[config.mk]
export PLATFORM = sky130hd
export DESIGN_NAME = sys_peripheral_bridge
export DESIGN_NICKNAME = d
export VERILOG_FILES = /design/src/rtl/sys_peripheral_bridge.sv
export SDC_FILE = /design/constraint.sdc
export NUM_CORES = 1
export LEC_CHECK = 0
export ABC_AREA = 1
export CAP_MARGIN = 20
export CORE_MARGIN = 2
export CORE_UTILIZATION = 42
export CTS_CLUSTER_DIAMETER = 60
export CTS_CLUSTER_SIZE = 30
export DETAILED_ROUTE_END_ITERATION = 6
export PLACE_DENSITY_LB_ADDON = 0.05
export SETUP_SLACK_MARGIN = 0.15
export SLEW_MARGIN = 20
export SYNTH_ARGS = -nofsm -noshare
export SYNTH_HDL_FRONTEND = slang
export SYNTH_SLANG_ARGS = --single-unit
export TNS_END_PERCENT = 5
[constraint.sdc]
create_clock -name hb_clk -period 3.5 [get_ports hb_clk]
set_input_delay 0.875 -clock hb_clk [delete_from_list [all_inputs] [get_ports hb_clk]]
set_output_delay 0.875 -clock hb_clk [all_outputs]
set_load 0.03 [all_outputs]
[src/rtl/sys_peripheral_bridge.sv]
// Single-word request-to-strobe bridge for the system-peripheral bus on hb_clk.
// sys_share = {raddr, waddr, wdata}; sel[2k] = slot k ren, sel[2k+1] = slot k wen; periph_rdata[32k +: 32] = slot k.
module sys_peripheral_bridge #(
  parameter int NUM_PERIPH = 4,
  parameter int REG_ADDR_W = 2,
  parameter int ADDR_W     = 8
) (
  input  logic                        hb_clk,
  input  logic                        rst_n,
  input  logic                        req_valid,
  output logic                        req_ready,
  input  logic                        req_we,
  input  logic [ADDR_W-1:0]           req_addr,
  input  logic [31:0]                 req_wdata,
  output logic                        resp_valid,
  input  logic                        resp_ready,
  output logic [31:0]                 resp_rdata,
  output logic                        resp_err,
  output logic [2*REG_ADDR_W+31:0]    sys_share,
  output logic [2*NUM_PERIPH-1:0]     sel,
  input  logic [32*NUM_PERIPH-1:0]    periph_rdata
);

  localparam int SLOT_W = (NUM_PERIPH > 1) ? $clog2(NUM_PERIPH) : 1;

  typedef enum logic [1:0] {IDLE, ACCESS, WAIT_RD, RESP} state_t;

  state_t                  r_state;
  logic                    r_we;
  logic                    r_err;
  logic [SLOT_W-1:0]       r_slot;
  logic [REG_ADDR_W-1:0]   r_raddr;
  logic [REG_ADDR_W-1:0]   r_waddr;
  logic [31:0]             r_wdata;
  logic [2*NUM_PERIPH-1:0] r_sel;
  logic                    r_resp_valid;
  logic                    r_resp_err;
  logic [31:0]             r_resp_rdata;

  logic [SLOT_W-1:0]       w_slot;
  logic [REG_ADDR_W-1:0]   w_reg;
  logic                    w_err;
  logic [2*NUM_PERIPH-1:0] w_sel_dec;
  logic [31:0]             w_slot_rdata;

  assign w_reg  = req_addr[REG_ADDR_W-1:0];
  assign w_slot = req_addr[REG_ADDR_W +: SLOT_W];
  // Out-of-range slot or any address bit above the slot field is a decode error.
  assign w_err  = (32'(w_slot) >= 32'(NUM_PERIPH)) ||
                  ((req_addr >> (REG_ADDR_W + SLOT_W)) != '0);

  always_comb begin
    w_sel_dec    = '0;
    w_slot_rdata = '0;
    for (int k = 0; k < NUM_PERIPH; k++) begin
      if (w_slot == SLOT_W'(k) && !w_err) begin
        w_sel_dec[2*k]   = !req_we;
        w_sel_dec[2*k+1] = req_we;
      end
      if (r_slot == SLOT_W'(k)) begin
        w_slot_rdata = periph_rdata[32*k +: 32];
      end
    end
  end

  always_ff @(posedge hb_clk or negedge rst_n) begin
    if (!rst_n) begin
      r_state      <= IDLE;
      r_we         <= 1'b0;
      r_err        <= 1'b0;
      r_slot       <= '0;
      r_raddr      <= '0;
      r_waddr      <= '0;
      r_wdata      <= '0;
      r_sel        <= '0;
      r_resp_valid <= 1'b0;
      r_resp_err   <= 1'b0;
      r_resp_rdata <= '0;
    end else begin
      case (r_state)
        IDLE: begin
          if (req_valid) begin
            r_we    <= req_we;
            r_slot  <= w_slot;
            r_err   <= w_err;
            r_sel   <= w_sel_dec;
            if (req_we) begin
              r_waddr <= w_reg;
              r_wdata <= req_wdata;
            end else begin
              r_raddr <= w_reg;
            end
            r_state <= ACCESS;
          end
        end
        ACCESS: begin
          r_sel <= '0;
          if (!r_we && !r_err) begin
            r_state <= WAIT_RD;
          end else begin
            r_resp_rdata <= '0;
            r_resp_err   <= r_err;
            r_resp_valid <= 1'b1;
            r_state      <= RESP;
          end
        end
        // Responder registered its data on the strobe edge; take it now.
        WAIT_RD: begin
          r_resp_rdata <= w_slot_rdata;
          r_resp_err   <= 1'b0;
          r_resp_valid <= 1'b1;
          r_state      <= RESP;
        end
        RESP: begin
          if (resp_ready) begin
            r_resp_valid <= 1'b0;
            r_state      <= IDLE;
          end
        end
        default: r_state <= IDLE;
      endcase
    end
  end

  assign req_ready  = (r_state == IDLE);
  assign resp_valid = r_resp_valid;
  assign resp_rdata = r_resp_rdata;
  assign resp_err   = r_resp_err;
  assign sys_share  = {r_raddr, r_waddr, r_wdata};
  assign sel        = r_sel;

endmodule

======== Yosys cells after proc, flatten, opt, wreduce, memory -nomap -nowiden ========
Cells that the tools add are included.
cells by class
  add/subtract/negate cells ............... 0
  multipliers ............................. 0
  div/mod/pow operators ................... 0
  $lt $le $gt $ge ......................... 0
  equality and inequality tests ........... 12
  shifts and indexed selects .............. 0
  mux-type cells .......................... 21
  bitwise gates (word level) .............. 1
  reductions and logical operators ........ 23
operator list
  kind                                                  number
  2-to-1 mux 32 bit                                     5
  case mux 32 bit (2 select lines)                      1
  case mux 8 bit (2 select lines)                       1
  equality test 2 bit (second input constant)           6
  2-to-1 mux 2 bit                                      6
  AND reduction 3 bit                                   3
  2-to-1 mux 8 bit                                      1
  case mux 2 bit (4 select lines)                       1
  AND reduction 2 bit                                   4
  nonzero test 8 bit                                    1
  equality test 2 x 1 -> 1 bit (second input constant)  3
  zero test 2 bit                                       3
  != test 2 bit (second input constant)                 3
  logical AND 1 bit                                     5
  zero test 1 bit                                       4
  2-to-1 mux 1 bit                                      4
  nonzero test 2 bit                                    2
  case mux 1 bit (3 select lines)                       1
  nonzero test 3 bit                                    1
  case mux 1 bit (2 select lines)                       1
  NOT 1 bit                                             1
storage, ports and cells
  register bits ........................... 84
  bits in latches ......................... 0
  bits in writable memories ............... 0
  ROM bits ................................ 0
  input bits .............................. 173
  logic and storage cells ................. 68
  memories kept ........................... 0

======== Longest topological paths before layout ========
Gate-level depths: netlist of run 1.
  word-level depth ........................ 6
  gate-level depth with buffers ........... 8
  depth with buffers taken out ............ 8

======== Least setup slack after synthesis of run 1 ========
Ideal clock, no wire load.
  path kind ............................... register -> register
  from .................................... reg r_state[0]
  to ...................................... reg r_wdata[10]
  library setup time ...................... 0.118 ns
  arrival ................................. 1.622 ns
  data required time ...................... 3.382 ns
  slack ................................... 1.760 ns
  stages on the path, launching flop included .. 9
  buffers on the path ..................... 1
  period minus slack after synthesis ...... 1.740 ns
  cells stage by stage .................... dfrtp_1 -> inv_1 -> ha_1 -> nand2_1 -> nor2_2 -> inv_2 -> buf_2 -> nand2_1 -> nand2_1
between the ends
  longest elaborated chain between the ends .. 2
RTL lines
  element                        RTL line  source
  from (decl)                    28        state_t r_state;
  from (signal assigned)         68        r_state <= IDLE;
  from (signal assigned)         93        r_state <= ACCESS;
  from (signal assigned)         99        r_state <= WAIT_RD;
  zero test 2 bit                --
  net req_ready                  11        output logic req_ready,
  AND reduction 3 bit (no line)  --
  to (signal assigned)           89        r_wdata <= req_wdata;
  to (decl)                      34        logic [31:0] r_wdata;
The timed path passes the listed nets, and every way through them passes these cells.
A chain may end at the register's enable or synchronous reset.

======== Worst setup path in the final report of run 1 ========
  from .................................... reg r_state[1]
  to ...................................... out req_ready
between the ends
  longest elaborated chain between the ends .. 1
RTL lines
  element          RTL line  source
  zero test 2 bit  125       assign req_ready = (r_state == IDLE);
  to (decl)        11
Every way passes these cells.

==> results.toml, run 1 <==
[setup_path]
path_class = "reg -> out"
cp-end-kind = "primary output"
critPathTopFamily = "buffers and inverters"
cp_max_fo = 4
reg2regPathDepth = 7
crit_arrival_ns = 1.81
r2r-end = "resp_rdata[22]$_DFFE_PN0P_"
cp_cell_sequence = "inv_1 > ha_1 > clkdlybuf4s50_1"
cpMaxStageDelayCell = "clkdlybuf4s50_1"
cp-start-kind = "register"
cp_slowest_stage_delay_ns = 0.70
worst-path-buf-inv = 2
r2r-start = "r_slot[1]$_DFFE_PN0P_"
regToRegSetupSlack_ns = 1.55
worstPathRequired_ns = 2.62

[run_status]
status = "completed"

[timing]
hold_slack_ns = 0.4774
hold_viol = 0
fin_setup_tns_ns = 0
setup_ws_ns = 0.8103
rsz0062_at_grt = "false"
tightest_slew_ns = 0.8408
fmaxAchievable_ghz = 0.3718
final.min_clock_period_ns = 2.690
clock_skew_ns = 0.008366
max_slew_margin_pct = 43.75
drv_slew = 0
post-route-period-util_pct = 76.85
setup_viol = 0

[logic_synthesis]
async_flop_share_pct = 100.0
synth_ff_type = "dfrtp_1"
synth_edf_count = 0
synth_cell_type_count = 25
synth-seq-cells = 84
seq_area_frac_synth_pct = 47.50
synthesis.area_um2 = 4425
syn_area_per_cell_um2 = 7.025
synth_cells = 630
syn_nets = 807
yosysWarnings = 0

[hold_path]
hold_depth = 2
hold_path.class = "reg -> reg"
hold_start = "r_wdata[7]$_DFFE_PN0P_"
hold_end = "r_wdata[7]$_DFFE_PN0P_"

[global_routing]
track_usage_pct = 25.70
grt_max_degree = 85
grt_pass1_wl_um = 23220
antenna_found_initial = 0
overflow = 0
grt_pass1_vias = 4755

[placed_design]
post_dp_cell_area_um2 = 6987
port_buffers = 251
gp_congestion = 0.8376
pre_cts_ws_ns = 1.079
hpwl_um = 10890

[route]
viasPerCell = 4.784
drt-total-wl_um = 14700
firstDrtPassIters = 4
wl_per_cell_um = 14.58
drc = 0
drt_iter0_drc = 251
antenna_left = 0
vias = 4822

[clock_network]
htreeDepth = 3
cts_resized = 0
cts_root_buf = "clkbuf_8"
clockBufferDepth = 2
cts_tree = "yes"
cts.sinks = 84
insertion_delay_ns = 0.36
post_cts_buffers = 0
ctsHoldBuffers = 0
numCtsBuffers = 9
clkTransAtPathRegs_ns = 0.09

[floorplan]
die_y_um = 106.7
die_width_um = 106.7
rows = 37
ioPinCount = 252
die_area_um2 = 11370
floorplan.initialDensity_pct = 43.06
core_area_um2 = 10280

[layout]
drive_gt1_share_pct = 3.555
fin_nets = 1045
utilization_pct = 70.16
diodes = 0
area_delta_synth_final_pct = 62.93
design_area_um2 = 7211

[power]
p_leak_nw = 3.589
ir_worst_vdd_v = 0.0005097
powerDensity_nw_per_um2 = 788.5

[run]
drv_cap = 0
cell usage after synthesis, types with 2 or more instances:
library cell	number	area share, %
buf_2	17	1.9
nand2_1	305	26
buf_4	7	1.2
o21ai_1	2	0.23
nand3b_1	14	2.4
inv_1	43	3.6
nor2_1	67	5.7
dfrtp_1	84	47
nand3_1	33	3.7
ha_1	4	1.1
buf_1	3	0.25
clkbuf_1	2	0.17
inv_2	3	0.25
o21ai_0	33	3.7
nor3_1	2	0.23
nand4_1	2	0.28
routing by layer:
layer | wire length, um | GRT usage, % | part of all wire [%] | vias up
li1 | - | - | - | 2397
met1 | 5976 | 31.08 | 41 | 2202
met2 | 7031 | 43.86 | 48 | 195
met3 | 1280 | 6.869 | 8.7 | 28
met4 | 408 | 9.833 | 2.8 | 0
met5 | 0 | 0 | 0 | -
cells by family after synthesis:
kind of cell	synth area share, %
and+or+nand+nor	39.30
DFF	47.50
buffers and inverters	7.436
AOI/OAI and AO/OA	4.637
adders and majority gates	1.131
registers in the layout, indices dropped and copies added (netlist names), 2 cells and up:
register and flops:
r_slot 2, resp_rdata 32, r_state 2, r_wdata 32, r_waddr 2, sel 8, r_raddr 2
cell type report:
class,count,area [um^2]
multi-input combinational,471,1994
fill,860,3067
clock buffer,9,123.9
timing repair buffer,256,2551
tap,136,170.2
clock inverter,6,96.34
inverter,46,172.7
sequential,84,2102
where the power goes:
group          switching (mW)  leakage, nW  internal [mW]
clock                   0.375        0.108          0.408
sequential              0.243         1.07           1.36
combinational            2.05         2.41           1.25
cells in the final DEF (no fill, tap or decap):
cell | synthesis | routed
a21oi_1 | 1 | 1
clkdlybuf4s50_1 | 0 | 250
nor2_2 | 1 | 1
o21ai_2 | 1 | 1
inv_6 | 0 | 2
o21ai_0 | 33 | 33
a21oi_2 | 1 | 1
nor3_1 | 2 | 2
o21ai_1 | 2 | 2
nand4_1 | 2 | 2
bufinv_16 | 0 | 2
nor2_4 | 1 | 1
clkbuf_8 | 0 | 9
o31ai_1 | 1 | 1
or2_2 | 1 | 1
ha_1 | 4 | 4
nor2_1 | 67 | 67
inv_1 | 43 | 43
dfrtp_1 | 84 | 84
nand3_1 | 33 | 33
nand3b_1 | 14 | 14
buf_4 | 7 | 5
nand2_2 | 1 | 1
nand2_1 | 305 | 305
inv_2 | 3 | 3
buf_6 | 0 | 1
nor2_8 | 1 | 1
inv_8 | 0 | 1
clkinvlp_4 | 0 | 1
through the flow:
stage,power [mW],std cells
after floorplan,3.624,630
after global placement,4.845,993
after detailed placement,4.929,993
after CTS,5.727,1008
after global routing,6.092,1008
final,5.686,1008
tightest hold or removal path, stage by stage, from the launching register on:
cell	delay, ns
dfrtp_1	0.35
nand2_1	0.05
nand2_1	0.05
worst max-delay path by stage:
stage / to / slack, ns / start / cells past startpoint
finish: req_ready / 0.81 / r_state[1]$_DFFE_PN0P_ / 3
global route: req_ready / 0.75 / r_state[1]$_DFFE_PN0P_ / 3
CTS: req_ready / 0.79 / r_state[1]$_DFFE_PN0P_ / 3
detailed placement: sel[5]$_DFFE_PN0P_ / 1.08 / req_valid / 8
global placement: sel[5]$_DFFE_PN0P_ / 1.13 / req_valid / 8
floorplan: r_wdata[10]$_DFFE_PN0P_ / 1.76 / r_state[0]$_DFFE_PN0P_ / 8
No activity file was read; power rests on OpenSTA's default activity.
==> inputs of run 2 (changes only) <==
--- a/config.mk
+++ b/config.mk
@@ -8,7 +8,7 @@
 export ABC_AREA = 1
 export CAP_MARGIN = 20
 export CORE_MARGIN = 2
-export CORE_UTILIZATION = 42
+export CORE_UTILIZATION = 39
 export CTS_CLUSTER_DIAMETER = 60
 export CTS_CLUSTER_SIZE = 30
 export DETAILED_ROUTE_END_ITERATION = 6
==> constraint.sdc (replaced) <==
create_clock -name hb_clk -period 2.6 [get_ports hb_clk]
set_input_delay 0.65 -clock hb_clk [delete_from_list [all_inputs] [get_ports hb_clk]]
set_output_delay 0.65 -clock hb_clk [all_outputs]
set_load 0.03 [all_outputs]
==> results.toml, run 2 (same netlist as run 1, synthesis figures left out) <==
[route]
highest_layer = "met4"
drt-total-wl_um = 14620
wl_met2_um = 7173
wl_per_cell_um = 14.39
drc = 0
firstDrtPassIters = 6
viasPerCell = 4.765
drt-met1-wl_um = 6020
antenna_left = 0
drt_iter0_drc = 232
dr_wl_met3_um = 1081
vias = 4841

[timing]
setup_ws_ns = 0.2400
post-route-period-util_pct = 90.77
max_slew_margin_pct = 59.83
hold_slack_ns = 0.3103
drv_slew = 0
final.min_clock_period_ns = 2.360
fmaxAchievable_ghz = 0.4237
tightest_slew_ns = 0.6012
fin_setup_tns_ns = 0
hold_viol = 0
setup_viol = 0
rsz0062_at_grt = "false"
clock_skew_ns = 0.01259

[setup_path]
critPathTopFamily = "buffers and inverters"
worst-path-buf-inv = 2
crit_arrival_ns = 1.71
cp-start-kind = "register"
cp-end-kind = "primary output"
cp_cell_sequence = "inv_1 > ha_1 > clkdlybuf4s50_1"
cp_max_fo = 4
cpMaxStageDelayCell = "clkdlybuf4s50_1"
worstPathRequired_ns = 1.95
path_class = "reg -> out"
cp_slowest_stage_delay_ns = 0.68

[power]
combPwrFrac_pct = 56.6
switching_share_pct = 45.48
pwr-share-seq_pct = 27.6
intPower_mw = 4.288
ir_worst_vdd_v = 0.0006972
p_clk_share_pct = 15.8
powerDensity_nw_per_um2 = 1073
finalPower_mw = 7.864
p_leak_nw = 3.652
p_sw_mw = 3.576

[clock_network]
ctsHoldBuffers = 0
htreeDepth = 3
numCtsBuffers = 9
post_cts_buffers = 0
cts_root_buf = "clkbuf_16"
clockBufferDepth = 2
cts_resized = 0
insertion_delay_ns = 0.33
cts.sinks = 84
clkTransAtPathRegs_ns = 0.07
cts_tree = "yes"

[placed_design]
gp_congestion = 0.8709
pre_cts_ws_ns = 0.4531
port_buffers = 251
hpwl_um = 10990

[floorplan]
rows = 38
die_width_um = 110.5
die_y_um = 110.5
core_area_um2 = 10940
ioPinCount = 252
die_area_um2 = 12220
floorplan.initialDensity_pct = 40.47

[layout]
fin_nets = 1049
final_common_cell = "nand2_1"
diodes = 0
drive_gt1_share_pct = 3.881
utilization_pct = 67.03
area_delta_synth_final_pct = 65.62
final_cell_mix = "nand2_1 (305), clkdlybuf4s50_1 (250), dfrtp_1 (84)"

[global_routing]
track_usage_pct = 23.89
grt_max_degree = 47
overflow = 0
antenna_found_initial = 0
grt_pass1_wl_um = 23900
grt_pass1_vias = 4845

[hold_path]
hold_path.class = "in -> async"

[run]
drv_cap = 0

[run_status]
status = "completed"
run 2: layer usage:
layer / up-vias / global-route usage [%]
li1: 2407 / -
met1: 2219 / 28.36
met2: 191 / 42.04
met3: 24 / 6.586
met4: 0 / 7.333
met5: - / 0
run 2: power by group through the flow:
stage,clock network (mW),logic (mW),registers (mW)
2_1_floorplan,0,1.86,3.01
3_3_place_gp,0,4.40,2.17
3_5_place_dp,0,4.49,2.17
4_1_cts,1.26,4.50,2.17
5_1_grt,1.33,4.86,2.24
6_report,1.24,4.45,2.17
run 2: metrics by stage:
stage          instances  area (um^2)
2_1_floorplan        630         4425
3_3_place_gp        1001         7047
3_5_place_dp        1001         7047
4_1_cts             1016         7330
5_1_grt             1016         7330
6_report            1016         7330
run 2: final timing paths:
kind                                          from                         end  cells past startpoint  slack, ns
hold / removal                               rst_n          sel[5]$_DFFE_PN0P_                      1       0.31
hold reg to reg            r_wdata[20]$_DFFE_PN0P_     r_wdata[20]$_DFFE_PN0P_                      2       0.47
min in group hb_clk        r_wdata[20]$_DFFE_PN0P_     r_wdata[20]$_DFFE_PN0P_                      2       0.47
max in group asynchronous                    rst_n  resp_rdata[21]$_DFFE_PN0P_                      2       1.64
setup reg to reg             r_slot[0]$_DFFE_PN0P_   resp_rdata[5]$_DFFE_PN0P_                      7       0.69
setup / recovery            r_state[1]$_DFFE_PN0P_                   req_ready                      3       0.24
run 2: final cells by class:
| type | count | area (um^2) |
|---|---|---|
| sequential | 84 | 2102 |
| tap | 140 | 175.2 |
| clock inverter | 5 | 53.80 |
| inverter | 46 | 172.7 |
| timing repair buffer | 260 | 2603 |
| clock buffer | 10 | 229.0 |
| multi-input combinational | 471 | 1994 |
| fill | 962 | 3606 |
==> inputs of run 3 (changes only) <==
--- a/config.mk
+++ b/config.mk
@@ -5,10 +5,10 @@
 export SDC_FILE = /design/constraint.sdc
 export NUM_CORES = 1
 export LEC_CHECK = 0
-export ABC_AREA = 1
 export CAP_MARGIN = 20
+export CORE_ASPECT_RATIO = 1.1
 export CORE_MARGIN = 2
-export CORE_UTILIZATION = 39
+export CORE_UTILIZATION = 38
 export CTS_CLUSTER_DIAMETER = 60
 export CTS_CLUSTER_SIZE = 30
 export DETAILED_ROUTE_END_ITERATION = 6
==> results.toml, run 3 <==
[run_status]
status = "completed"

[floorplan]
floorplan.initialDensity_pct = 38.40
ioPinCount = 252
die_y_um = 113.6
die_width_um = 103.7
core_area_um2 = 10810
rows = 40
die_area_um2 = 11780

[clock_network]
clockBufferDepth = 2
ctsHoldBuffers = 0
cts_tree = "yes"
post_cts_buffers = 0
htreeDepth = 3
cts.sinks = 84
cts_root_buf = "clkbuf_16"
clkTransAtPathRegs_ns = 0.06
cts_resized = 0
insertion_delay_ns = 0.33
numCtsBuffers = 9

[setup_path]
cp_slowest_stage_delay_ns = 0.70
cp_cell_sequence = "clkdlybuf4s50_1"
worst-path-buf-inv = 1
cp_max_fo = 3
cpMaxStageDelayCell = "clkdlybuf4s50_1"
worstPathRequired_ns = 1.95
cp-end-kind = "primary output"
critPathTopFamily = "buffers and inverters"
crit_arrival_ns = 1.41
cp-start-kind = "register"
path_class = "reg -> out"

[timing]
final.min_clock_period_ns = 2.058
fin_setup_tns_ns = 0
clock_skew_ns = 0.004981
post-route-period-util_pct = 79.14
setup_ws_ns = 0.5424
tightest_slew_ns = 0.6935
fmaxAchievable_ghz = 0.4860
drv_slew = 0
hold_viol = 0
rsz0062_at_grt = "false"
max_slew_margin_pct = 53.76
setup_viol = 0
hold_slack_ns = 0.3242

[power]
ir_worst_vdd_v = 0.0006145
finalPower_mw = 7.928
p_leak_nw = 2.953
powerDensity_nw_per_um2 = 1119

[route]
drt-total-wl_um = 12620
wl_per_cell_um = 19.04
antenna_left = 0
vias = 3400
viasPerCell = 5.128
firstDrtPassIters = 4
drt_iter0_drc = 135
drc = 0

[layout]
final_common_cell = "clkdlybuf4s50_1"
drive_gt1_share_pct = 14.17
final_cell_mix = "clkdlybuf4s50_1 (249), dfrtp_1 (83), mux2_2 (39)"
utilization_pct = 65.54
area_delta_synth_final_pct = 70.68
fin_nets = 688

[hold_path]
hold_path.class = "in -> async"

[logic_synthesis]
synth_ff_type = "dfrtp_1"
synth_cell_type_count = 29
synth_cells = 262
synth_most_common_cell = "dfrtp_1"
synthTopCellsByArea = "dfrtp_1 (51%), mux4_1 (15%), mux2_2 (11%), a22o_1 (8.0%), mux4_2 (4.9%)"
syn_area_per_cell_um2 = 15.85
yosysWarnings = 0
synth-seq-cells = 84
synthesis.area_um2 = 4151
async_flop_share_pct = 100.0
syn_nets = 439
netlist.area_leader.share_pct = 50.63
yosys.area.top_type = "dfrtp_1"
seq_area_frac_synth_pct = 50.63
synth_edf_count = 0
synthTopCellsByCount = "dfrtp_1 (84), mux2_2 (39), a22o_1 (38)"

[global_routing]
overflow = 0
grt_max_degree = 46
track_usage_pct = 21.72
antenna_found_initial = 1
grt_pass1_vias = 3588
grt_pass1_wl_um = 19560

[placed_design]
port_buffers = 251
hpwl_um = 9689
gp_congestion = 0.7774
pre_cts_ws_ns = 0.4384

[run]
drv_cap = 0
==> run 3: through the flow <==
stage | std cells | cell area (um^2)
finish | 663 | 7086
floorplan | 262 | 4151
global route | 662 | 7083
detailed placement | 647 | 6777
CTS | 662 | 7081
global placement | 647 | 6777
==> run 3: metal layers <==
| layer | track usage (%) | up-vias | wire length (um) |
|---|---|---|---|
| li1 | - | 1547 | - |
| met1 | 25.16 | 1692 | 4793 |
| met2 | 38.32 | 139 | 6627 |
| met3 | 6.171 | 22 | 892 |
| met4 | 8.739 | 0 | 309 |
| met5 | 0 | - | 0 |
==> run 3: kinds of logic after synthesis <==
kind of cell / count (synthesis) / share of synthesized area, %
AO/OA/AOI/OAI: 49 / 9.765
multiplexers: 72 / 30.26
buffers and inverters: 26 / 4.551
AND/OR/NAND/NOR: 27 / 3.587
adder cells (fa/ha/maj): 4 / 1.206
flip-flops: 84 / 50.63
==> run 3: power by group <==
part	leakage [nW]	internal, mW	switching [mW]
combinational	1.75	2.20	2.21
clock	0.149	0.818	0.477
sequential	1.05	1.86	0.360
total	2.95	4.88	3.05
==> run 3: path summary, 6_finish.rpt <==
| check | startpoint | slack (ns) | cells past startpoint | to |
|---|---|---|---|---|
| max | resp_err$_DFFE_PN0P_ | 0.54 | 1 | resp_err |
| min | rst_n | 0.32 | 1 | r_wdata[4]$_DFFE_PN0P_ |
| max reg2reg | r_state[1]$_DFFE_PN0P_ | 0.61 | 6 | resp_rdata[16]$_DFFE_PN0P_ |
| min reg2reg | sel[7]$_DFFE_PN0P_ | 0.48 | 2 | sel[7]$_DFFE_PN0P_ |
| max in group asynchronous | rst_n | 1.50 | 2 | r_wdata[28]$_DFFE_PN0P_ |
| min in group hb_clk | sel[7]$_DFFE_PN0P_ | 0.48 | 2 | sel[7]$_DFFE_PN0P_ |
==> run 3: layout make-up <==
class / instances / area [um^2]
timing repair buffer: 259 / 2610
antenna: 1 / 2.502
clock inverter: 1 / 30.03
multi-input combinational: 152 / 1863
sequential: 84 / 2103
clock buffer: 14 / 274.0
inverter: 5 / 18.77
tap: 147 / 183.9
fill: 873 / 3725
